[src/rtl/debug_unit.sv]
// Byte-command debug controller between a UART byte interface and the pipelined core:
// program load, run-to-halt, single step, and a PC/cycle/register/memory dump stream.
module debug_unit #(
  parameter int IMEM_DEPTH = 256,
  parameter int NUM_REGS   = 32,
  parameter int DUMP_WORDS = 32
) (
  input  logic        clk,
  input  logic        reset,
  input  logic [7:0]  rx_data,
  input  logic        rx_valid,
  output logic [7:0]  tx_data,
  output logic        tx_start,
  input  logic        tx_busy,
  input  logic        i_halt,
  input  logic [31:0] i_pc,
  output logic        o_cpu_enable,
  output logic        o_cpu_reset,
  output logic        o_imem_we,
  output logic [7:0]  o_imem_addr,
  output logic [31:0] o_imem_wdata,
  output logic [4:0]  o_reg_addr,
  input  logic [31:0] i_reg_data,
  output logic [7:0]  o_mem_addr,
  input  logic [31:0] i_mem_data
);

  localparam int          IMEM_AW  = (IMEM_DEPTH > 1) ? $clog2(IMEM_DEPTH) : 1;
  localparam logic [7:0]  NREG8    = 8'(NUM_REGS);
  localparam logic [7:0]  LAST_IDX = 8'(2 + NUM_REGS + DUMP_WORDS - 1);
  localparam logic [7:0]  CMD_L    = 8'h4C;
  localparam logic [7:0]  CMD_R    = 8'h52;
  localparam logic [7:0]  CMD_S    = 8'h53;
  localparam logic [7:0]  CMD_D    = 8'h44;
  localparam logic [7:0]  ACK_K    = 8'h4B;

  typedef enum logic [3:0] {
    IDLE, LOAD_CNT, LOAD_BYTE, LOAD_WRITE, LOAD_ACK, RUN, STEP,
    DUMP_FETCH, DUMP_LATCH, DUMP_SEND, DUMP_WAIT
  } state_t;

  state_t               state_reg, state_next;
  logic [7:0]           words_left_reg;
  logic [IMEM_AW-1:0]   word_idx_reg;
  logic [1:0]           byte_cnt_reg;
  logic [31:0]          load_word_reg;
  logic [31:0]          shift_reg;
  logic [7:0]           tx_data_reg;
  logic                 enable_reg;
  logic [31:0]          cycle_reg;
  logic [31:0]          pc_lat_reg;
  logic [31:0]          cyc_lat_reg;
  logic [7:0]           dump_idx_reg;
  logic [7:0]           dump_off;
  logic [31:0]          dump_word;

  assign dump_off     = dump_idx_reg - 8'd2;
  assign tx_data      = tx_data_reg;
  assign o_cpu_enable = enable_reg;
  assign o_imem_addr  = 8'(word_idx_reg);
  assign o_imem_wdata = load_word_reg;

  // Dump word order: PC, cycle count, register bank, then low data memory.
  always_comb begin
    dump_word = i_mem_data;
    if (dump_idx_reg == 8'd0)      dump_word = pc_lat_reg;
    else if (dump_idx_reg == 8'd1) dump_word = cyc_lat_reg;
    else if (dump_off < NREG8)     dump_word = i_reg_data;
  end

  always_ff @(posedge clk or negedge reset) begin
    if (!reset) state_reg <= IDLE;
    else        state_reg <= state_next;
  end

  always_comb begin
    state_next = state_reg;
    case (state_reg)
      IDLE: if (rx_valid) begin
        case (rx_data)
          CMD_L:   state_next = LOAD_CNT;
          CMD_R:   state_next = i_halt ? DUMP_FETCH : RUN;
          CMD_S:   state_next = STEP;
          CMD_D:   state_next = DUMP_FETCH;
          default: state_next = IDLE;
        endcase
      end
      LOAD_CNT:   if (rx_valid) state_next = (rx_data == 8'd0) ? LOAD_ACK : LOAD_BYTE;
      LOAD_BYTE:  if (rx_valid && byte_cnt_reg == 2'd3) state_next = LOAD_WRITE;
      LOAD_WRITE: state_next = (words_left_reg == 8'd1) ? LOAD_ACK : LOAD_BYTE;
      LOAD_ACK:   if (!tx_busy) state_next = IDLE;
      RUN:        if (i_halt) state_next = DUMP_FETCH;
      STEP:       state_next = DUMP_FETCH;
      DUMP_FETCH: state_next = DUMP_LATCH;
      DUMP_LATCH: state_next = DUMP_SEND;
      DUMP_SEND:  if (!tx_busy) state_next = DUMP_WAIT;
      DUMP_WAIT: begin
        if (byte_cnt_reg != 2'd0)          state_next = DUMP_SEND;
        else if (dump_idx_reg == LAST_IDX) state_next = IDLE;
        else                               state_next = DUMP_FETCH;
      end
      default:    state_next = IDLE;
    endcase
  end

  always_comb begin
    tx_start    = (state_reg == LOAD_ACK || state_reg == DUMP_SEND) && !tx_busy;
    o_imem_we   = (state_reg == LOAD_WRITE);
    o_cpu_reset = (state_reg == LOAD_CNT) || (state_reg == LOAD_BYTE) ||
                  (state_reg == LOAD_WRITE) || (state_reg == LOAD_ACK);
    o_reg_addr  = '0;
    o_mem_addr  = '0;
    if ((state_reg == DUMP_FETCH || state_reg == DUMP_LATCH) && dump_idx_reg >= 8'd2) begin
      if (dump_off < NREG8) o_reg_addr = dump_off[4:0];
      else                  o_mem_addr = dump_off - NREG8;
    end
  end

  always_ff @(posedge clk or negedge reset) begin
    if (!reset) begin
      words_left_reg <= '0;
      word_idx_reg   <= '0;
      byte_cnt_reg   <= '0;
      load_word_reg  <= '0;
      shift_reg      <= '0;
      tx_data_reg    <= '0;
      enable_reg     <= 1'b0;
      cycle_reg      <= '0;
      pc_lat_reg     <= '0;
      cyc_lat_reg    <= '0;
      dump_idx_reg   <= '0;
    end else begin
      // Enable is decided from the upcoming state so a halt seen in RUN stops it next cycle.
      enable_reg <= (state_next == RUN) || (state_next == STEP && !i_halt);
      if (state_reg == LOAD_ACK && tx_start) cycle_reg <= '0;
      else if (enable_reg)                   cycle_reg <= cycle_reg + 32'd1;

      case (state_reg)
        IDLE: dump_idx_reg <= '0;
        LOAD_CNT: if (rx_valid) begin
          words_left_reg <= rx_data;
          word_idx_reg   <= '0;
          byte_cnt_reg   <= '0;
          if (rx_data == 8'd0) tx_data_reg <= ACK_K;
        end
        LOAD_BYTE: if (rx_valid) begin
          load_word_reg <= {load_word_reg[23:0], rx_data};
          byte_cnt_reg  <= byte_cnt_reg + 2'd1;
        end
        LOAD_WRITE: begin
          word_idx_reg   <= word_idx_reg + 1'b1;
          words_left_reg <= words_left_reg - 8'd1;
          if (words_left_reg == 8'd1) tx_data_reg <= ACK_K;
        end
        DUMP_FETCH: if (dump_idx_reg == 8'd0) begin
          pc_lat_reg  <= i_pc;
          cyc_lat_reg <= cycle_reg;
        end
        DUMP_LATCH: begin
          tx_data_reg  <= dump_word[31:24];
          shift_reg    <= {dump_word[23:0], 8'h00};
          byte_cnt_reg <= '0;
        end
        DUMP_SEND: if (!tx_busy) begin
          tx_data_reg  <= shift_reg[31:24];
          shift_reg    <= {shift_reg[23:0], 8'h00};
          byte_cnt_reg <= byte_cnt_reg + 2'd1;
        end
        DUMP_WAIT: if (byte_cnt_reg == 2'd0 && dump_idx_reg != LAST_IDX)
          dump_idx_reg <= dump_idx_reg + 8'd1;
        default: ;
      endcase
    end
  end

endmodule
[config.mk]
export PLATFORM = sky130hd
export DESIGN_NAME = debug_unit
export DESIGN_NICKNAME = d
export VERILOG_FILES = /design/src/rtl/debug_unit.sv
export SDC_FILE = /design/constraint.sdc
export NUM_CORES = 1
export LEC_CHECK = 0
export ABC_AREA = 1
export BUFFER_PORTS_ARGS = -buffer_cell sky130_fd_sc_hd__clkbuf_2
export CORE_UTILIZATION = 58
export DETAILED_ROUTE_END_ITERATION = 16
export PLACE_DENSITY = 0.79
export SLEW_MARGIN = 20
export SYNTH_ARGS = -nofsm -noshare
export SYNTH_HDL_FRONTEND = slang
export SYNTH_SLANG_ARGS = --single-unit
[constraint.sdc]
create_clock -name clk -period 4.7 [get_ports clk]
set_clock_uncertainty 0.05 [all_clocks]
set_input_delay 0 -clock clk [delete_from_list [all_inputs] [get_ports clk]]
set_output_delay 0 -clock clk [all_outputs]
set_load 0.02 [all_outputs]
==> results.py, run 1 <==
metrics = {
    "outcome": {
        "status": "complete, no violations",
    },
    "synth": {
        "synthArstFlopShare": 1.000,
        "syn_area_um2": 10340,
        "synth_nets": 1486,
        "synth_flop_cell": "dfrtp_1",
        "yosysSeqAreaShare": 0.4623,
        "ys_ff_latch": 191,
        "synth_edf_count": 0,
        "synth_cell_types": 43,
        "yosysWarnings": 0,
        "syn_inst": 1364,
        "avgSynthCellArea_um2": 7.580,
    },
    "die": {
        "fp.dieH_um": 135.5,
        "initial_utilization": 0.5957,
        "fp-row-count": 48,
        "ioPinCount": 174,
        "die_x_um": 135.5,
        "coreArea_um2": 17360,
        "dieArea_um2": 18360,
    },
    "placement": {
        "dpl.hpwl_um": 19640,
        "gp_congestion": 0.9135,
        "portBuffers": 173,
        "placed_cell_area_um2": 11300,
        "numPlacedInstances": 1716,
    },
    "sta": {
        "setup_total_negative_slack_ns": 0,
        "finalCritPeriodShare": 0.7185,
        "holdWs_ns": 0.0003265,
        "fmax_mhz": 296.1,
        "drv_slew": 0,
        "finalSetupViolations": 0,
        "max_slew_margin": 0.4130,
        "hold_violations": 0,
        "rsz0062_at_grt": "false",
        "tightest_slew_ns": 0.8784,
        "fin_crit_ns": 3.377,
    },
    "setup_path": {
        "crit_chain": "inv_1, ha_1, nand2_1, nand2_1, nand2_2, nor2_4, nand2_4, nand2_1, nor2_1, clkbuf_2",
        "critPathArrivalTime_ns": 3.33,
        "crit_path_start_kind": "flip-flop",
        "cpLargestDelayFamily": "simple AND/OR/NAND/NOR gates",
        "cpMaxStageDelayCell": "nor2_4",
        "cp_common_cell": "nand2_1",
        "cp-end-kind": "output pin",
        "required_ns": 4.65,
        "critPathKind": "reg -> out",
        "cp_max_fo": 34,
        "slowest_delay_ns": 0.69,
        "crit_buf_inv": 2,
    },
    "detailed_routing": {
        "detail_route.wl_per_cell_um": 15.84,
        "routed_via_density": 5.539,
        "vias": 9976,
        "firstDrtPassIters": 5,
        "wirelength_um": 28530,
        "route.detailed.drc": 0,
        "postRouteAntennaNets": 0,
        "drt_iter0_markers": 954,
    },
    "clocking": {
        "cts_sinks": 191,
        "clock_insertion_delay_worst_skew_ns": 0.43,
        "root_buffer": "clkbuf_16",
        "cts_buffer_depth": 2,
        "htreeDepth": 4,
        "cts_hold_repair.buffers": 54,
        "clk_pin_slew_worst_paths_ns": 0.07,
        "cts_tree": "built",
        "cts_buffers": 17,
        "cts-resized-gates": 0,
        "cts_setup_buffers": 0,
    },
    "layout": {
        "final_cells": 1801,
        "final_cell_mix": "nand2_1 (349), dfrtp_1 (191), clkbuf_2 (172)",
        "final_layout_size_suffix_gt1_frac": 0.1574,
        "final_area_um2": 12440,
        "finalNetCount": 1687,
        "final_common_cell": "nand2_1",
        "area_delta_synth_final_pct": 20.31,
        "insertedDiodeCount": 0,
    },
    "power": {
        "powerDensity_nw_per_um2": 461.7,
        "peakVddDrop_v": 0.0003844,
        "p_leak_nw": 6.430,
    },
    "global_route": {
        "overflow": 0,
        "grtUsageTotal": 0.3195,
        "grt_pass1_wl_um": 45470,
        "antenna_found_initial": 0,
        "grt_max_degree": 192,
        "grt_pass1_vias": 9241,
    },
    "hold_path": {
        "min_path_type": "in -> reg",
    },
    "flow_run": {
        "drv_cap": 0,
    },
}
[final cells by class]
class	instances	area, µm²
Sequential cell	191	4780
Tap cell	225	281.5
Multi-Input combinational cell	958	4681
Clock buffer	21	460.4
Fill cell	1321	4918
Clock inverter	9	111.4
Timing Repair Buffer	234	1510
Inverter	163	614.3
[report_power, final]
| part | switching (mW) | total, mW | leakage [nW] | internal (mW) |
|---|---|---|---|---|
| registers | 0.366 | 2.51 | 2.34 | 2.15 |
| clock network | 0.624 | 1.43 | 0.264 | 0.807 |
| logic | 1.15 | 1.80 | 3.82 | 0.646 |
| total | 2.14 | 5.74 | 6.43 | 3.60 |
[metrics by stage]
stage	util	total power, mW	setup slack [ns]
2_1_floorplan	-	3.684	2.818
3_3_place_gp	0.6510	4.190	1.734
3_5_place_dp	0.6510	4.265	1.695
4_1_cts	0.7150	5.726	1.402
5_1_grt	0.7166	6.101	1.112
6_report	0.7166	5.742	1.323
[worst register-to-register path, stage by stage, from the launching register on]
cell,delay (ns)
dfrtp_1,0.45
inv_1,0.14
ha_1,0.21
nand3_2,0.08
buf_4,0.40
inv_2,0.30
nand2_2,0.57
buf_12,0.36
mux2_1,0.39
[metal layers]
metal  track usage  routed length (µm)
met5             0                   0
met4        0.1348                 887
met3       0.04938                1934
met2        0.4960               13310
met1        0.4464               12400
[Yosys cell counts (2+ instances only)]
cell	count	area [µm²]
nor2_2	6	37.54
dfrtp_1	191	4780
nand2_2	7	43.79
ha_1	13	162.7
nand3b_1	8	60.06
buf_4	3	22.52
inv_2	13	48.80
mux2_1	39	439.2
nand4_1	15	93.84
clkbuf_1	19	71.32
nor3_1	18	90.09
a211oi_1	3	22.52
buf_1	2	7.510
nor3b_1	2	15.01
buf_6	4	45.04
xor2_1	2	17.52
o32ai_1	2	17.52
nand3_2	2	20.02
o21ai_1	16	80.08
inv_1	149	559.3
o21ai_0	57	285.3
a31oi_1	4	25.02
buf_2	24	120.1
nand2_4	2	22.52
a21oi_1	107	535.5
nand3_1	114	570.6
nor2_4	5	56.30
nand2_1	349	1310
nor2_1	172	645.6
o211ai_1	3	22.52
[cells by family after synthesis]
| group | Yosys count | synth area share |
|---|---|---|
| and+or+nand+nor | 705 | 0.2912 |
| buffers and inverters | 215 | 0.08520 |
| AOI/OAI and AO/OA | 198 | 0.1006 |
| DFF | 191 | 0.4623 |
| muxes | 39 | 0.04248 |
| adders and majority gates | 13 | 0.01573 |
| xor gates and xnor gates | 3 | 0.002542 |
[path summary, 6_finish.rpt]
kind / from / slack [ns] / end / cells past startpoint
worst max-delay path: dump_idx_reg[1]$_DFFE_PN0P_ / 1.32 / o_mem_addr[5] / 10
worst min-delay path: i_reg_data[1] / 0.0003 / shift_reg[9]$_DFFE_PN0P_ / 6
worst max register to register: dump_idx_reg[1]$_DFFE_PN0P_ / 1.63 / pc_lat_reg[11]$_DFFE_PN0P_ / 8
worst min register to register: o_imem_wdata[26]$_DFFE_PN0P_ / 0.42 / o_imem_wdata[26]$_DFFE_PN0P_ / 2
max in group asynchronous: reset / 3.53 / cycle_reg[5]$_DFFE_PN0P_ / 4
min in group asynchronous: reset / 0.02 / o_imem_addr[1]$_DFFE_PN0P_ / 3
(Power assumes the default switching activity.)
==> inputs of run 2 (changes only) <==
--- a/config.mk
+++ b/config.mk
@@ -7,9 +7,9 @@
 export LEC_CHECK = 0
 export ABC_AREA = 1
 export BUFFER_PORTS_ARGS = -buffer_cell sky130_fd_sc_hd__clkbuf_2
-export CORE_UTILIZATION = 58
+export CORE_UTILIZATION = 52
 export DETAILED_ROUTE_END_ITERATION = 16
-export PLACE_DENSITY = 0.79
+export PLACE_DENSITY = 0.75
 export SLEW_MARGIN = 20
 export SYNTH_ARGS = -nofsm -noshare
 export SYNTH_HDL_FRONTEND = slang
==> constraint.sdc (replaced) <==
create_clock -name clk -period 3 [get_ports clk]
set_clock_uncertainty 0.05 [all_clocks]
set_input_delay 0 -clock clk [delete_from_list [all_inputs] [get_ports clk]]
set_output_delay 0 -clock clk [all_outputs]
set_load 0.02 [all_outputs]
==> run 2 against run 1 <==
  * Sequential share of layout area decreased by 0.91 points
  * Worst setup slack got worse by 1.1 ns
  * Register-to-register slack got worse by 1.4 ns
  * Largest cell class unchanged
==> results.py, run 2 (synthesis results as in run 1) <==
metrics = {
    "global_route": {
        "grtUsageTotal": 0.2952,
        "overflow": 0,
        "grt_max_degree": 102,
        "antenna_found_initial": 0,
        "grt_pass1_wl_um": 46310,
        "grt_pass1_vias": 9281,
    },
    "detailed_routing": {
        "routed_via_density": 5.308,
        "firstDrtPassIters": 8,
        "detail_route.wl_per_cell_um": 15.45,
        "postRouteAntennaNets": 0,
        "vias": 9900,
        "route.detailed.drc": 0,
        "wirelength_um": 28820,
        "drt_iter0_markers": 870,
    },
    "placement": {
        "portBuffers": 173,
        "dpl.hpwl_um": 20420,
        "gp_congestion": 0.9589,
    },
    "layout": {
        "multi_input_area_um2": 4686,
        "fill_cells": 1647,
        "final_common_cell": "nand2_1",
        "seq_area_um2": 4780,
        "insertedDiodeCount": 0,
        "area_delta_synth_final_pct": 23.22,
        "final_cell_mix": "nand2_1 (349), dfrtp_1 (191), clkbuf_2 (172)",
        "final_layout_size_suffix_gt1_frac": 0.1650,
        "finalNetCount": 1709,
    },
    "die": {
        "fp-row-count": 51,
        "die_x_um": 143.0,
        "fp.dieH_um": 143.0,
        "dieArea_um2": 20450,
        "coreArea_um2": 19460,
        "ioPinCount": 174,
        "initial_utilization": 0.5312,
    },
    "setup_path": {
        "r2r_setup_slack_ns": 0.26,
        "slowest_delay_ns": 0.57,
        "crit_chain": "inv_1, ha_2, nand2_1, nand2_1, nand2_2, nor2_4, buf_6, nand3b_1, nand3_1, dlygate4sd3_1, nand3_1, nand2_1, nand2_1",
        "worstReg2RegStart": "dump_idx_reg[1]$_DFFE_PN0P_",
        "crit_end": "shift_reg[9]$_DFFE_PN0P_",
        "required_ns": 3.28,
        "critPathArrivalTime_ns": 3.02,
        "startpoint": "dump_idx_reg[1]$_DFFE_PN0P_",
        "ff2ff_path_depth": 13,
        "cp-end-kind": "flip-flop",
        "worstReg2RegEnd": "shift_reg[9]$_DFFE_PN0P_",
        "cp_common_cell": "nand2_1",
        "cp_max_fo": 33,
        "crit_path_start_kind": "flip-flop",
        "cpMaxStageDelayCell": "dlygate4sd3_1",
        "critPathKind": "reg -> reg",
    },
    "sta": {
        "setup_total_negative_slack_ns": 0,
        "rsz0062_at_grt": "false",
        "fmax_mhz": 365.5,
        "tightest_slew_ns": 0.8455,
        "fin_crit_ns": 2.736,
        "drv_slew": 0,
        "hold_violations": 0,
        "finalCritPeriodShare": 0.9121,
        "max_slew_margin": 0.4364,
        "finalSetupViolations": 0,
    },
    "hold_path": {
        "min_path_type": "in -> reg",
        "hold_depth": 7,
    },
    "clocking": {
        "htreeDepth": 4,
        "cts_buffer_depth": 2,
        "root_buffer": "clkbuf_16",
        "cts_sinks": 191,
        "clk_pin_slew_worst_paths_ns": 0.07,
        "cts_buffers": 17,
        "clock_insertion_delay_worst_skew_ns": 0.44,
        "cts_tree": "built",
    },
    "outcome": {
        "status": "complete, no violations",
    },
    "power": {
        "p_leak_nw": 6.563,
        "powerDensity_nw_per_um2": 725.3,
        "fin_total_pwr_mw": 9.240,
        "peakVddDrop_v": 0.0004696,
    },
    "flow_run": {
        "drv_cap": 0,
    },
}
run 2: changes by cell type in the layout (fill, tap and decap cells not counted), sizes merged:
cell         delta
dlygate4sd3    +12
buf             +9
inv             +4
clkbuf          -3
clkinv          +3
clkinvlp        -3
bufinv          +2
run 2: area by class of cell:
class	instances	area share
sequential	191	0.3752
multi-input combinational	958	0.3678
timing repair buffer	256	0.1318
inverter	163	0.04822
clock buffer	17	0.03339
tap	265	0.02603
clock inverter	15	0.01758
run 2: report_power, final:
group / switching, mW / total [mW] / internal [mW]
registers: 0.574 / 3.94 / 3.36
logic: 1.79 / 2.82 / 1.04
clock network: 1.06 / 2.48 / 1.42
total: 3.42 / 9.24 / 5.82
run 2: per-stage QoR:
step | hold WS [ns] | instance area, µm² | util | instances | setup WS [ns]
floorplan | -0.3456 | 10340 | - | 1364 | 1.118
global placement | 0.09728 | 11420 | 0.5870 | 1767 | 0.7179
detailed placement | 0.09119 | 11420 | 0.5870 | 1767 | 0.6685
CTS | 0.002184 | 12730 | 0.6543 | 1865 | 0.1888
global route | 0.02402 | 12740 | 0.6546 | 1865 | 0.03972
finish | 0.01081 | 12740 | 0.6546 | 1865 | 0.2638
run 2: per-layer routing:
| layer | track usage | vias to the layer above | share of wire |
|---|---|---|---|
| met4 | 0.1053 | 0 | 0.027 |
| met2 | 0.4639 | 368 | 0.46 |
| li1 | - | 4824 | - |
| met5 | 0 | - | 0 |
| met3 | 0.04863 | 70 | 0.063 |
| met1 | 0.4118 | 4638 | 0.45 |
run 2: worst min path at each step:
stage	slack (ns)	endpoint	startpoint
2_1_floorplan	-0.35	byte_cnt_reg[0]$_DFFE_PN0P_	reset
3_3_place_gp	0.1	o_imem_addr[2]$_DFFE_PN0P_	reset
3_5_place_dp	0.09	o_imem_addr[3]$_DFFE_PN0P_	reset
4_1_cts	0.002	tx_data[1]$_DFFE_PN0P_	i_mem_data[25]
5_1_grt	0.02	shift_reg[30]$_DFFE_PN0P_	i_mem_data[22]
6_report	0.01	shift_reg[21]$_DFFE_PN0P_	i_reg_data[13]
run 2: what timing repair did:
item,CTS,global route
resized for setup,0,2
hold buffers,66,0
endpoints found under the setup margin,0,7
endpoints found under the hold margin,164,0
setup buffers,0,0
run 2: worst max-delay path: cells and delay by family (launching register included):
kind,cells,cell delay [ns]
AND/OR/NAND/NOR,9,0.85
adder cells (fa/ha/maj),1,0.26
buffers and inverters,3,1.02
flip-flops,1,0.47
